===== src/rtl/sram_controller_if.sv =====
// Pipeline-side data-memory port: one word request in, ready/read data back.
// The MEM stage is the master and the SRAM controller is the slave.
interface sram_controller_if;
   logic        rd_en;
   logic        wr_en;
   logic [31:0] address;
   logic [31:0] write_data;
   logic [31:0] read_data;
   logic        ready;

   modport master (
      output rd_en,
      output wr_en,
      output address,
      output write_data,
      input  read_data,
      input  ready
   );

   modport slave (
      input  rd_en,
      input  wr_en,
      input  address,
      input  write_data,
      output read_data,
      output ready
   );
endinterface


===== src/rtl/sram_controller.sv =====
// Runs one 32-bit pipeline load/store as two 16-bit accesses on an async SRAM,
// then holds the pipeline with ~ready for a fixed number of settle cycles.
module sram_controller #(
   parameter int          WAIT_CYCLES = 5,
   parameter logic [31:0] BASE_ADDR   = 32'd1024
) (
   input  logic               clk,
   input  logic               rst,
   sram_controller_if.slave   bus,
   output logic [17:0]        sram_addr,
   input  logic [15:0]        sram_dq_in,
   output logic [15:0]        sram_dq_out,
   output logic               sram_dq_oe,
   output logic               sram_we_n,
   output logic               sram_oe_n,
   output logic               sram_ce_n,
   output logic               sram_ub_n,
   output logic               sram_lb_n
);

   localparam int CW = (WAIT_CYCLES > 2) ? $clog2(WAIT_CYCLES) : 1;
   localparam logic [CW-1:0] LAST_CNT = CW'((WAIT_CYCLES > 2) ? (WAIT_CYCLES - 3) : 0);

   typedef enum logic [2:0] {
      S_IDLE,
      S_LOW,
      S_HIGH,
      S_WAIT,
      S_DONE
   } state_t;

   state_t        r_state;
   logic [CW-1:0] r_cnt;
   logic          r_is_write;
   logic [16:0]   r_word;
   logic [15:0]   r_wdata_hi;
   logic [31:0]   r_read;
   logic [17:0]   r_addr;
   logic [15:0]   r_dq_out;
   logic          r_dq_oe;
   logic          r_we_n;
   logic          r_oe_n;

   logic [31:0]   w_diff;
   logic [16:0]   w_word;
   logic          w_req;
   logic          w_unused;

   // Byte offset from the SRAM window; high bits and byte lanes are discarded.
   assign w_diff   = bus.address - BASE_ADDR;
   assign w_word   = w_diff[18:2];
   assign w_req    = bus.rd_en | bus.wr_en;
   assign w_unused = ^{w_diff[31:19], w_diff[1:0]};

   always_ff @(posedge clk) begin
      if (rst) begin
         r_state    <= S_IDLE;
         r_cnt      <= '0;
         r_is_write <= 1'b0;
         r_word     <= '0;
         r_wdata_hi <= '0;
         r_read     <= '0;
         r_addr     <= '0;
         r_dq_out   <= '0;
         r_dq_oe    <= 1'b0;
         r_we_n     <= 1'b1;
         r_oe_n     <= 1'b1;
      end else begin
         case (r_state)
            S_IDLE: begin
               if (w_req) begin
                  // Strobes are registered, so the LOW-cycle drive is set up here.
                  r_is_write <= bus.wr_en;
                  r_word     <= w_word;
                  r_wdata_hi <= bus.write_data[31:16];
                  r_addr     <= {w_word, 1'b0};
                  r_we_n     <= ~bus.wr_en;
                  r_oe_n     <= bus.wr_en;
                  r_dq_oe    <= bus.wr_en;
                  r_dq_out   <= bus.wr_en ? bus.write_data[15:0] : 16'h0000;
                  r_state    <= S_LOW;
               end
            end
            S_LOW: begin
               if (!r_is_write) begin
                  r_read[15:0] <= sram_dq_in;
               end
               r_addr   <= {r_word, 1'b1};
               r_dq_out <= r_is_write ? r_wdata_hi : 16'h0000;
               r_state  <= S_HIGH;
            end
            S_HIGH: begin
               if (!r_is_write) begin
                  r_read[31:16] <= sram_dq_in;
               end
               r_we_n   <= 1'b1;
               r_oe_n   <= 1'b1;
               r_dq_oe  <= 1'b0;
               r_dq_out <= 16'h0000;
               r_cnt    <= '0;
               r_state  <= (WAIT_CYCLES == 2) ? S_DONE : S_WAIT;
            end
            S_WAIT: begin
               if (r_cnt == LAST_CNT) begin
                  r_state <= S_DONE;
               end else begin
                  r_cnt <= r_cnt + 1'b1;
               end
            end
            S_DONE: begin
               r_state <= S_IDLE;
            end
            default: begin
               r_state <= S_IDLE;
            end
         endcase
      end
   end

   // Combinational so the pipeline freeze drops in the same cycle as the request.
   assign bus.ready     = (r_state == S_DONE) |
                          ((r_state == S_IDLE) & ~bus.rd_en & ~bus.wr_en);
   assign bus.read_data = r_read;

   assign sram_addr   = r_addr;
   assign sram_dq_out = r_dq_out;
   assign sram_dq_oe  = r_dq_oe;
   assign sram_we_n   = r_we_n;
   assign sram_oe_n   = r_oe_n;
   assign sram_ce_n   = 1'b0;
   assign sram_ub_n   = 1'b0;
   assign sram_lb_n   = 1'b0;

endmodule


===== src/flat_wrapper.sv =====
// flat-port wrapper written by rule: the top's interface ports become plain ports
module sram_controller_flat 
#(
   parameter int          WAIT_CYCLES = 5,
   parameter logic [31:0] BASE_ADDR   = 32'd1024
)
  (clk, rst, sram_addr, sram_dq_in, sram_dq_out, sram_dq_oe, sram_we_n, sram_oe_n, sram_ce_n, sram_ub_n, sram_lb_n, bus_rd_en, bus_wr_en, bus_address, bus_write_data, bus_read_data, bus_ready);
  sram_controller_if bus_i ();
  input  logic clk;
  input  logic rst;
  output logic [17:0] sram_addr;
  input  logic [15:0] sram_dq_in;
  output logic [15:0] sram_dq_out;
  output logic sram_dq_oe;
  output logic sram_we_n;
  output logic sram_oe_n;
  output logic sram_ce_n;
  output logic sram_ub_n;
  output logic sram_lb_n;
  input wire logic [$bits(bus_i.rd_en)-1:0] bus_rd_en;
  input wire logic [$bits(bus_i.wr_en)-1:0] bus_wr_en;
  input wire logic [$bits(bus_i.address)-1:0] bus_address;
  input wire logic [$bits(bus_i.write_data)-1:0] bus_write_data;
  output wire logic [$bits(bus_i.read_data)-1:0] bus_read_data;
  output wire logic [$bits(bus_i.ready)-1:0] bus_ready;
  assign bus_i.rd_en = bus_rd_en;
  assign bus_i.wr_en = bus_wr_en;
  assign bus_i.address = bus_address;
  assign bus_i.write_data = bus_write_data;
  assign bus_read_data = bus_i.read_data;
  assign bus_ready = bus_i.ready;
  sram_controller #(.WAIT_CYCLES(WAIT_CYCLES), .BASE_ADDR(BASE_ADDR)) u_core (.clk(clk), .rst(rst), .bus(bus_i), .sram_addr(sram_addr), .sram_dq_in(sram_dq_in), .sram_dq_out(sram_dq_out), .sram_dq_oe(sram_dq_oe), .sram_we_n(sram_we_n), .sram_oe_n(sram_oe_n), .sram_ce_n(sram_ce_n), .sram_ub_n(sram_ub_n), .sram_lb_n(sram_lb_n));
endmodule

===== config.mk =====
export PLATFORM = sky130hd
export DESIGN_NAME = sram_controller_flat
export DESIGN_NICKNAME = d
export VERILOG_FILES = /design/src/rtl/sram_controller_if.sv /design/src/rtl/sram_controller.sv /design/src/flat_wrapper.sv
export SDC_FILE = /design/constraint.sdc
export NUM_CORES = 1
export LEC_CHECK = 0
export ABC_AREA = 1
export ABC_CLOCK_PERIOD_IN_PS = 1240
export CAP_MARGIN = 30
export CORE_MARGIN = 2
export CORE_UTILIZATION = 30
export CTS_CLUSTER_DIAMETER = 60
export DETAILED_ROUTE_END_ITERATION = 10
export GPL_TIMING_DRIVEN = 0
export PLACE_DENSITY_LB_ADDON = 0.08
export SYNTH_ARGS = -nofsm -noshare
export SYNTH_HDL_FRONTEND = slang
export SYNTH_SLANG_ARGS = --single-unit

===== constraint.sdc =====
create_clock -name clk -period 1.24 [get_ports clk]
set_input_delay 0.248 -clock clk [delete_from_list [all_inputs] [get_ports clk]]
set_output_delay 0.248 -clock clk [all_outputs]
set_load 0.02 [all_outputs]

# Word-level counts from Yosys, hierarchy flattened
# Cells that the tools add are included.
[word_totals] reg_bits=109 in_bits=84 out_inout_bits=73 wordCells=58
[op_classes] add_sub_neg=2 n_eq_ne=8 muxes=16 bitwise_logic=7 n_reduce_logical=13
[op_table] operator="16-bit 2-to-1 mux" count=3
[op_table] operator="16-bit case mux with 3 select lines" count=1
[op_table] operator="18-bit case mux with 2 select lines" count=1
[op_table] operator="19-bit by 11-bit subtractor with 19-bit output, second input constant" count=1
[op_table] operator="18-bit 2-to-1 mux" count=1
[op_table] operator="2-bit AND reduction" count=8
[op_table] operator="3-bit case mux with 4 select lines" count=1
[op_table] operator="3-bit by 2-bit equality test with 1-bit output, second input constant" count=3
[op_table] operator="3-bit 2-to-1 mux" count=3
[op_table] operator="1-bit case mux with 2 select lines" count=3
[op_table] operator="3-bit case mux with 2 select lines" count=1
[op_table] operator="2-bit nonzero test" count=3
[op_table] operator="2-bit by 1-bit inequality test with 1-bit output, second input constant" count=2
[op_table] operator="3-bit by 1-bit adder with 3-bit output, second input constant" count=1
[op_table] operator="3-bit by 1-bit equality test with 1-bit output, second input constant" count=1
[op_table] operator="3-bit equality test, second input constant" count=1
[op_table] operator="3-bit zero test" count=1
[op_table] operator="1-bit inverter" count=3
[op_table] operator="3-bit nonzero test" count=1
[op_table] operator="1-bit bitwise AND" count=2
[op_table] operator="1-bit 2-to-1 mux" count=2
[op_table] operator="2-bit inequality test, second input constant" count=1
[op_table] operator="1-bit bitwise OR" count=2

# Logic depth before layout (Yosys ltp)
[depth] ltp_word=4 depth_mapped=10 ltp_nobuf=9

# Least setup slack after synthesis
# No wires, ideal clock.
[synth_path] kind="register to register" startpoint="register u_core.r_state[0]" endpoint="register u_core.r_read[10] (netlist: u_core.bus.read_data[10])" setup_time_ns=0.116 arrival_time_ns=1.157 required_time_ns=1.124 setup_slack_ns=-0.033 path_stages_with_launch=9 n_path_buf=1 period_less_slack_ns=1.273 path_cell_list="dfxtp_1 -> inv_2 -> nor2_2 -> nand2_4 -> nor2_4 -> inv_1 -> buf_6 -> nor2_1 -> nor2_1"
[synth_between] elab_chain_len=2
[synth_lines] item="from (decl)" line="sram_controller.sv:32" text="state_t r_state;"
[synth_lines] item="from (signal assigned)" line="sram_controller.sv:101" text="r_state <= (WAIT_CYCLES == 2) ? S_DONE : S_WAIT;"
[synth_lines] item="3-bit by 1-bit equality test with 1-bit output" line="sram_controller.sv:69" text="case (r_state)"
[synth_lines] item="2-bit AND reduction (no line)"
[synth_lines] item="to (signal assigned)" line="sram_controller.sv:86" text="r_read[15:0] <= sram_dq_in;"
[synth_lines] item="to (decl)" line="sram_controller.sv:37" text="logic [31:0] r_read;"
# No other way between the ends.
# A chain may end at the register's enable or synchronous reset.

# Final worst setup path
[layout_path] startpoint="input port bus_rd_en" endpoint="output port bus_ready"
[layout_between] elab_chain_len=4
[layout_lines] item="from (decl)" line="flat_wrapper.sv:20" text="input wire logic [$bits(bus_i.rd_en)-1:0] bus_rd_en;"
[layout_lines] item="1-bit inverter" line="sram_controller.sv:122" text="((r_state == S_IDLE) & ~bus.rd_en & ~bus.wr_en);"
[layout_lines] item="1-bit bitwise AND (2 in a row)" line="sram_controller.sv:122"
[layout_lines] item="1-bit bitwise OR" line="sram_controller.sv:121" text="assign bus.ready = (r_state == S_DONE) |"
[layout_lines] item="to (decl)" line="flat_wrapper.sv:25" text="output wire logic [$bits(bus_i.ready)-1:0] bus_ready;"
# No other way between the ends.

==> run_results.csv <==
group,metric,value,unit
drt,drc,0,
worst_hold_path,hold_class,"input pin to flop",
timing,max-slew-margin-rel,45.61,%
clock_tree,clk_latency,0.35,ns
synth,synth_top_family_by_area,"simple AND/OR/NAND/NOR gates",
global_route,grt_start_max_net_pins,18,
synth,synthAdderAreaFrac,0.8165,%
cells_and_area,syn_to_final_growth,66.85,%
timing,slew_violations,0,
worst_setup_path,crit_arrival,1.17,ns
clock_tree,tritoncts,"yes",
power_and_ir_drop,power.total,0.01609,W
drt,drt-total-wl,16.27,mm
drt,drtAntennaViolNets,0,
power_and_ir_drop,ir_drop,1.050,mV
synth,synth_seq_area_share,47.47,%
timing,period_minus_slack,1.420,ns
synth,ys_seq_elements,109,
cells_and_area,final_util,50.83,%
floorplan,start_util,30.46,%
clock_tree,cts_sinks,109,
worst_setup_path,cp_max_fo,2,
synth,syn_area,4597,um2
clock_tree,root_buffer,"clkbuf_16",
synth,synth_cells,624,
timing,setup_viol,101,
power_and_ir_drop,p_leak,3.308,nW
floorplan,die_h,127.8,um
synth,synth_compound_gate_area_share,12.87,%
timing,clock_skew,0.006574,ns
worst_hold_path,min_from,"rst",
run_status,violations,"setup timing",
timing,max_freq,0.7044,GHz
power_and_ir_drop,power_density,2098,nW/um2
timing,max_slew.worst_pin.slew,0.8158,ns
cells_and_area,drive_gt1_share,38.19,%
worst_setup_path,r2r_end,"u_core.bus.read_data[14]$_SDFFE_PP0P_",
drt,wire_per_inst,16.18,um
cells_and_area,insertedDiodeCount,0,
timing,setup_ws,-0.1796,ns
clock_tree,cts_buffers,9,
worst_setup_path,rrSetupSlack,-0.17,ns
cells_and_area,nets,899,
floorplan,dieWidth,127.8,um
cells_and_area,regArea,2197,um2
cells_and_area,multi_input_area,2744,um2
worst_setup_path,crit_type,"input pin to primary output",
clock_tree,clk_pin_slew,0.07,ns
worst_setup_path,crit_start,"bus_rd_en",
synth,synth_top_area_cell,"dfxtp_1",
job,maxCapViolations,0,
timing,fin_setup_tns,-9.826,ns
cells_and_area,layout_common_cells,"nand2_1, dfxtp_1, nor2_1, clkdlybuf4s50_1, buf_2",
worst_setup_path,crit_end,"bus_ready",
drt,drtIter0Drc,250,
timing,min_period_over_period,114.5,%
worst_setup_path,r2r-start,"u_core.r_state[0]$_SDFFE_PP0P_",
floorplan,die_area,16330,um2
global_route,grt_pass1_vias,4645,
global_route,antenna_found_initial,0,
worst_setup_path,ff2ff_path_depth,8,
synth,synth_top_area_share,47.47,%
synth,postSynthAreaPerCell,7.367,um2
worst_setup_path,cp-start-kind,"input pin",
placement,globalplace.congestion,0.8216,
drt,drt_first_pass_iters,4,
floorplan,num_io_pins,157,
placement,io_buffers,136,
placement,place_hpwl,10.68,mm
synth,muxShareOfSynthArea,0,%
synth,synth_xor_area_share,0.1905,%
clock_tree,htree_levels,3,
global_route,grt_usage,18.69,%
timing,hold_violations,0,
synth,synthTopCellsByArea,"dfxtp_1, nand2_1, a21oi_1",
worst_setup_path,crit_required,0.99,ns
synth,yosys.cell_types.count,30,
cells_and_area,nFillCells,1462,
worst_setup_path,crit_path_end_kind,"primary output",
clock_tree,cts_buffer_depth,2,
timing,rsz0062_at_grt,"true",
placement,place_ws,-0.6728,ns
drt,vias,4840,
floorplan,core_area,15090,um2
global_route,grt_pass1_wl,23.74,mm
cells_and_area,final_common_cell,"nand2_1",
run_status,status,"complete, but fails checks",
floorplan,core.rowCount,45,
drt,vias_per_cell,4.816,
global_route,overflow,0,
synth,synthSimpleGateAreaFrac,30.27,%
synth,yosysWarnings,0,
==> cells by family (layout without fill, tap and decap cells) <==
logic type	count (synthesis)	count (layout)
flops	109	109
fa+ha+maj	3	3
other cells	1	3
compound gates	114	114
buf+inv	74	265
xor+xnor	1	1
simple gates	322	322
==> report_power, final <==
| part | total, W | internal, W | switching, W | leakage, nW |
|---|---|---|---|---|
| logic | 0.00802 | 0.00358 | 0.00444 | 2.26 |
| registers | 0.00494 | 0.00435 | 0.000583 | 0.899 |
| clock network | 0.00314 | 0.00179 | 0.00135 | 0.152 |
| total | 0.0161 | 0.00972 | 0.00638 | 3.31 |
==> sequential cells by signal, indices dropped and copies added, names as in the netlist, 3 cells and up <==
register and flops:
u_core.bus.read_data 32, u_core.r_cnt 3, u_core.r_state 3, u_core.r_wdata_hi 16, u_core.r_word 17, u_core.sram_addr 18, u_core.sram_dq_out 16
==> critical path: stages <==
cell and delay (ns):
clkdlybuf4s50_1 0.45, inv_1 0.05, nand2_2 0.09, inv_2 0.04, nand3_2 0.09, nand2_2 0.07, buf_6 0.13
==> final cells by class <==
class,instances,share of cell area (%)
clock buffers,11,3.034
clock inverters,5,1.093
inverters,35,2.072
plain buffers,39,5.139
multi-input cells,443,35.77
well taps,188,3.067
flip-flops and latches,109,28.65
repair buffers,175,21.17
==> Yosys cell counts <==
cell      number
buf_1          1
o211a_1        1
conb_1         1
nand4_1       14
nor2_2         3
inv_1         30
and2_1         8
nor2_1        78
a21oi_1       73
buf_2          9
o21ai_0       34
clkbuf_1      12
inv_2          4
nand2_4        3
nor3_1         2
nor2_4         3
nand2_2        3
ha_1           3
nand3_2        1
nand3b_1       4
nand3_1       35
xnor2_1        1
o21a_1         4
dfxtp_1      109
nand2_1      168
a21oi_2        1
inv_4          1
o211ai_1       1
buf_4         10
buf_6          7
==> how the worst min path moves through the flow <==
stage,slack [ns],cells after the start,end
floorplan,0.38,2,u_core.bus.read_data[0]$_SDFFE_PP0P_
global placement,0.45,2,u_core.bus.read_data[27]$_SDFFE_PP0P_
detailed placement,0.46,2,u_core.bus.read_data[23]$_SDFFE_PP0P_
CTS,0.26,3,u_core.sram_oe_n$_SDFFE_PP1P_
global route,0.29,3,u_core.sram_oe_n$_SDFFE_PP1P_
finish,0.29,2,u_core.r_state[2]$_SDFFE_PP0P_
==> repair_timing <==
action / CTS / global route
cloned: 2 / 7
hold buffers: 0 / 0
hold endpoints to repair: 0 / 0
setup endpoints to repair: 176 / 152
gates resized for setup: 304 / 249
pin swaps: 27 / 56
buffers inserted: 19 / 12
==> through the flow <==
step / hold slack [ns] / instances / area [um2]
3_5_place_dp: 0.4554 / 950 / 6202
5_1_grt: 0.2934 / 1005 / 7670
4_1_cts: 0.2649 / 987 / 6919
6_report: 0.2902 / 1005 / 7670
3_3_place_gp: 0.4484 / 950 / 6202
2_1_floorplan: 0.3829 / 626 / 4606
==> routing by layer <==
metal / wire length [um] / GRT usage (%) / up-vias
met1: 7188 / 23.60 / 2312
met2: 7965 / 31.33 / 120
met3: 918 / 5.843 / 18
li1: - / - / 2390
met4: 193 / 4.266 / 0
met5: 0 / 0 / -
No activity file was read; power rests on OpenSTA's default activity.
